===== src/rtl/plic.sv =====
// plic: platform-level interrupt controller with per-source gateways,
// priority/threshold arbitration, and claim/complete over a simple req/ack bus.
module plic #(
    parameter int NSRC   = 8,
    parameter int PRIO_W = 3
) (
    input  logic            clk,
    input  logic            rst,
    input  logic            bus_req,
    input  logic            bus_we,
    input  logic [11:0]     bus_addr,
    input  logic [31:0]     bus_wdata,
    output logic [31:0]     bus_rdata,
    output logic            bus_ack,
    input  logic [NSRC-1:0] src,
    output logic            irq_ext
);
    logic [NSRC:1]     s1, s2, s3, req, infl;
    logic [NSRC:0]     pend, trig, en;
    logic [PRIO_W-1:0] prio [1:NSRC];
    logic [PRIO_W-1:0] thr, best;
    logic [4:0]        win;
    logic [9:0]        word;
    logic [31:0]       rd;
    logic              wr, claim, complete, unused_bits;

    // The master holds address/data until ack, so the ack cycle acts on the live bus inputs.
    assign word        = bus_addr[11:2];
    assign wr          = bus_ack & bus_we;
    assign claim       = bus_ack & ~bus_we & (word == 10'h081);
    assign complete    = wr & (word == 10'h081);
    assign req         = (trig[NSRC:1] & s2 & ~s3) | (~trig[NSRC:1] & s2);
    assign bus_rdata   = bus_ack ? rd : '0;
    assign unused_bits = ^{bus_addr[1:0], bus_wdata};

    // Ascending scan with a strict compare keeps the lowest ID on priority ties.
    always_comb begin
        win  = '0;
        best = '0;
        for (int n = 1; n <= NSRC; n++)
            if (pend[n] && en[n] && prio[n] > thr && prio[n] > best) begin
                win  = 5'(n);
                best = prio[n];
            end
    end

    always_comb begin
        rd = word == 10'h020 ? 32'(pend) :
             word == 10'h030 ? 32'(trig) :
             word == 10'h040 ? 32'(en)   :
             word == 10'h080 ? 32'(thr)  :
             word == 10'h081 ? 32'(win)  : 32'd0;
        for (int n = 1; n <= NSRC; n++)
            if (word == 10'(n)) rd = 32'(prio[n]);
    end

    always_ff @(posedge clk or posedge rst) begin
        if (rst) begin
            bus_ack <= 1'b0;
            irq_ext <= 1'b0;
            s1      <= '0;
            s2      <= '0;
            s3      <= '0;
            pend    <= '0;
            infl    <= '0;
            trig    <= '0;
            en      <= '0;
            thr     <= '0;
            for (int n = 1; n <= NSRC; n++) prio[n] <= '0;
        end else begin
            bus_ack <= bus_req & ~bus_ack;
            irq_ext <= win != 5'd0;
            s1      <= src;
            s2      <= s1;
            s3      <= s2;
            if (wr && word == 10'h030) trig <= {bus_wdata[NSRC:1], 1'b0};
            if (wr && word == 10'h040) en <= {bus_wdata[NSRC:1], 1'b0};
            if (wr && word == 10'h080) thr <= bus_wdata[PRIO_W-1:0];
            for (int n = 1; n <= NSRC; n++) begin
                if (wr && word == 10'(n)) prio[n] <= bus_wdata[PRIO_W-1:0];
                if (claim && win == 5'(n)) begin
                    pend[n] <= 1'b0;
                    infl[n] <= 1'b1;
                end else if (req[n] && !pend[n] && !infl[n]) begin
                    pend[n] <= 1'b1;
                end
                if (complete && bus_wdata[4:0] == 5'(n)) infl[n] <= 1'b0;
            end
        end
    end
endmodule


===== config.mk =====
export PLATFORM = sky130hd
export DESIGN_NAME = plic
export DESIGN_NICKNAME = d
export VERILOG_FILES = /design/src/rtl/plic.sv
export SDC_FILE = /design/constraint.sdc
export NUM_CORES = 1
export LEC_CHECK = 0
export CAP_MARGIN = 30
export CORE_UTILIZATION = 30
export CTS_BUF_LIST = sky130_fd_sc_hd__clkbuf_8
export DETAILED_ROUTE_END_ITERATION = 10
export GPL_TIMING_DRIVEN = 0
export SETUP_SLACK_MARGIN = 0.3
export SLEW_MARGIN = 20
export SYNTH_ARGS = -nofsm -noshare
export SYNTH_HDL_FRONTEND = slang
export SYNTH_SLANG_ARGS = --single-unit
export TNS_END_PERCENT = 50

===== constraint.sdc =====
create_clock -name clk -period 17.8 [get_ports clk]
set_clock_uncertainty 0.2 [all_clocks]
set_input_delay 5.34 -clock clk [delete_from_list [all_inputs] [get_ports clk]]
set_output_delay 5.34 -clock clk [all_outputs]
set_load 0.01 [all_outputs]

==> flow_metrics.py <==
metrics = {
    "drt": {
        "wl_per_instance_um": 17.22,
        "detail_route.vias_per_cell": 5.119,
        "drtAntennaViolNets": 0,
        "residual_drc_count": 0,
        "routed_wl_um": 15100,
        "num_vias": 4489,
        "detailedRoute.firstPassIterationCount": 5,
        "drt_iter0_drc": 297,
    },
    "yosys": {
        "synth-seq-cells": 85,
        "synth.yosys.seq_area_share": 0.3929,
        "cell_with_the_most_instances_after_synthesis": "dfrtp_1",
        "post-synth-top-area-fraction": 0.3929,
        "asyncSetResetFlopFracSynth": 1.000,
        "ys_dominant_reg_cell": "dfrtp_1",
        "ys_top_cells_by_area": "dfrtp_1 39%, mux2_2 10%, ha_1 9.5%",
        "synth_largest_area_cell": "dfrtp_1",
        "ranking_of_synthesized_cells_by_instance_count": "85 x dfrtp_1, 55 x nand2_1, 48 x mux2_2, 41 x ha_1, 36 x nor2_1",
        "synth-edff-count": 0,
        "yosys.cell_types.count": 67,
        "synthesis.instances": 558,
        "yosys_warnings": 1,
        "syn-cell-area_mm2": 0.005414,
        "post_synthesis_area_per_instance_um2": 9.702,
    },
    "placed_design": {
        "numPortBuffers": 40,
        "detailedPlace.worstSlack_ns": -1.270,
        "place_hpwl_um": 11180,
        "dpl.cell_count": 847,
        "place_congestion": 0.8816,
    },
    "power": {
        "worst_case_vdd_ir_drop_mv": 0.04898,
        "pwr-share-seq": 0.562,
        "power.share.switching": 0.2619,
        "power_leakage_nw": 2.871,
        "netSwitchingPower_mw": 0.09239,
        "p_clk_frac": 0.348,
        "p_total_mw": 0.3527,
        "p_comb_frac": 0.090,
        "pwr_density_cell_mw_per_mm2": 53.19,
        "internal_power_mw": 0.2603,
    },
    "global_route": {
        "gr-total-overflow": 0,
        "grt_pass1_wl_um": 24060,
        "antenna_found_initial": 0,
        "grt_max_degree": 47,
        "first_global_vias": 4453,
        "globalRouteTotalUtil": 0.1719,
    },
    "sta": {
        "rsz0062_at_grt": "false",
        "finalCritPeriodShare": 0.9443,
        "slew_violations": 0,
        "final_critical_path_setup_slack_ns": 0.9922,
        "setup_total_negative_slack_ns": 0,
        "finalHoldViolations": 0,
        "fmax_ghz": 0.05950,
        "finalHoldWorstSlack_ns": 0.1458,
        "timing.max_slew.rel_slack": 0.5355,
        "tightestPinTransition_ns": 0.6952,
        "period_minus_slack_ns": 16.81,
        "setup_viol": 0,
    },
    "worst_setup_path": {
        "crit_arrival_ns": 11.27,
        "worst_ep_required_time_ns": 12.26,
        "worst_setup_path_end_kind": "output port",
        "category_of_the_most_critical_setup_path": "register to output port",
        "worst-r2r-cell-count": 53,
        "critical_path.reg2reg.startpoint": "thr[0]",
        "worst-path-max-fanout": 10,
        "r2r_end": "infl[1]",
        "path_delay_family": "compound AO/OA/AOI/OAI gates",
        "start_kind": "register",
        "cell_with_the_biggest_individual_delay_on_the_critical_path": "dfrtp_2",
        "rrSetupSlack_ns": 6.46,
        "critical_path_cell_count": 52,
        "cp_common_cell": "ha_1",
        "worstPathBufferInverterCount": 5,
        "crit_path_max_incr_delay_ns": 0.60,
    },
    "min_path": {
        "holdCritStartpoint": "s1[7]",
        "end_of_the_worst_hold_path": "s2[7]",
        "worstHoldPathType": "register to register",
        "whs_path_depth": 0,
    },
    "die": {
        "floorplan.die_area_mm2": 0.01859,
        "io_pins": 90,
        "initial_cell_density_of_the_core": 0.3098,
        "placeableCoreArea_mm2": 0.01748,
        "placement_rows": 48,
        "die_w_um": 136.3,
        "die_height_um": 136.3,
    },
    "cts": {
        "ctsRootBufferMaster": "clkbuf_8",
        "tritoncts_clock_tree": "yes",
        "cts_hold_buffers": 0,
        "cts_num_sinks": 85,
        "numCtsBuffers": 9,
        "clk_latency_ns": 0.36,
        "longest_clk_path_bufs": 2,
        "cts_htree_levels": 3,
        "cts.reportedPaths.clkPinSlew_ns": 0.09,
    },
    "final_layout": {
        "final_nets": 744,
        "layout-drive-gt1-share": 0.2255,
        "final-instance-count-excl-fill": 877,
        "num_antenna_cells": 0,
        "area.growth.synth_to_final_pct": 22.49,
    },
    "run": {
        "maxCapViolations": 0,
    },
    "outcome": {
        "status": "completed",
    },
}
-- kinds of logic (layout without fill, tap and decap cells) --
group / Yosys count / after routing / synth area share
adder cells (fa/ha/maj): 41 / 41 / 0.09475
flip-flops: 85 / 85 / 0.3929
multiplexers: 57 / 57 / 0.1176
AO/OA/AOI/OAI: 118 / 118 / 0.1590
buffers and inverters: 73 / 145 / 0.06818
other: 1 / 23 / 0.0006927
XOR/XNOR: 1 / 1 / 0.001618
AND/OR/NAND/NOR: 182 / 182 / 0.1652
-- cells in the final DEF, fill, tap and decap left out, types with 11 or more instances in the layout --
cell type	instances
mux2_2	48
a21oi_1	21
clkbuf_1	14
o21ai_0	28
a31oi_1	11
nor3_1	11
nand2_1	54
nor2_1	34
dfrtp_1	84
ha_1	41
conb_1	23
clkdlybuf4s50_1	39
inv_1	31
buf_4	39
nand3_1	27
-- state kept, by name, summed over array words and instances (netlist names) --
name / flops
s2: 8
bus_ack: 1
s1: 8
s3: 8
prio: 24
pend: 8
irq_ext: 1
en: 8
infl: 8
trig: 8
thr: 3
-- power by group through the flow --
stage               registers [mW]  clock network (mW)  logic (mW)
floorplan                    0.201                   0      0.0179
global placement             0.202                   0      0.0306
detailed placement           0.202                   0      0.0314
CTS                          0.198               0.126      0.0317
global route                 0.199               0.135      0.0353
finish                       0.198               0.123      0.0318
-- repair_timing --
action	4_1_cts	5_1_grt
setup endpoints to repair	4	4
pin swaps	3	13
resized for setup	22	21
setup buffers	5	8
-- per-stage QoR --
step                utilization  cell area, µm²
detailed placement       0.3552            6208
CTS                      0.3718            6497
floorplan                     -            5497
finish                   0.3794            6631
global route             0.3794            6631
global placement         0.3535            6178
-- final cells by class --
| class | count | area [µm²] |
|---|---|---|
| clock buffer | 9 | 123.9 |
| sequential | 85 | 2128 |
| buffer | 40 | 249.0 |
| tap | 225 | 281.5 |
| clock inverter | 7 | 43.79 |
| fill | 1786 | 10850 |
| multi-input combinational | 422 | 3139 |
| inverter | 33 | 133.9 |
| timing repair buffer | 56 | 531.8 |
-- per-layer routing --
metal / global-route usage / vias up / share of wire / routed length, µm
li1: - / 2159 / - / -
met1: 0.2218 / 2142 / 0.44 / 6717
met2: 0.2792 / 153 / 0.47 / 7112
met3: 0.03281 / 35 / 0.051 / 767
met4: 0.07346 / 0 / 0.033 / 503
met5: 0 / - / 0 / 0
-- worst max path at each step --
| stage | start | endpoint | slack (ns) |
|---|---|---|---|
| global route | thr[1] | bus_rdata[0] | 0.25 |
| global placement | thr[1] | bus_rdata[0] | -1.21 |
| floorplan | thr[1] | bus_rdata[0] | 1.81 |
| CTS | thr[1] | bus_rdata[2] | 0.36 |
| detailed placement | thr[1] | bus_rdata[0] | -1.27 |
| finish | thr[0] | bus_rdata[1] | 0.99 |
Power figures use the tool's default switching activity.
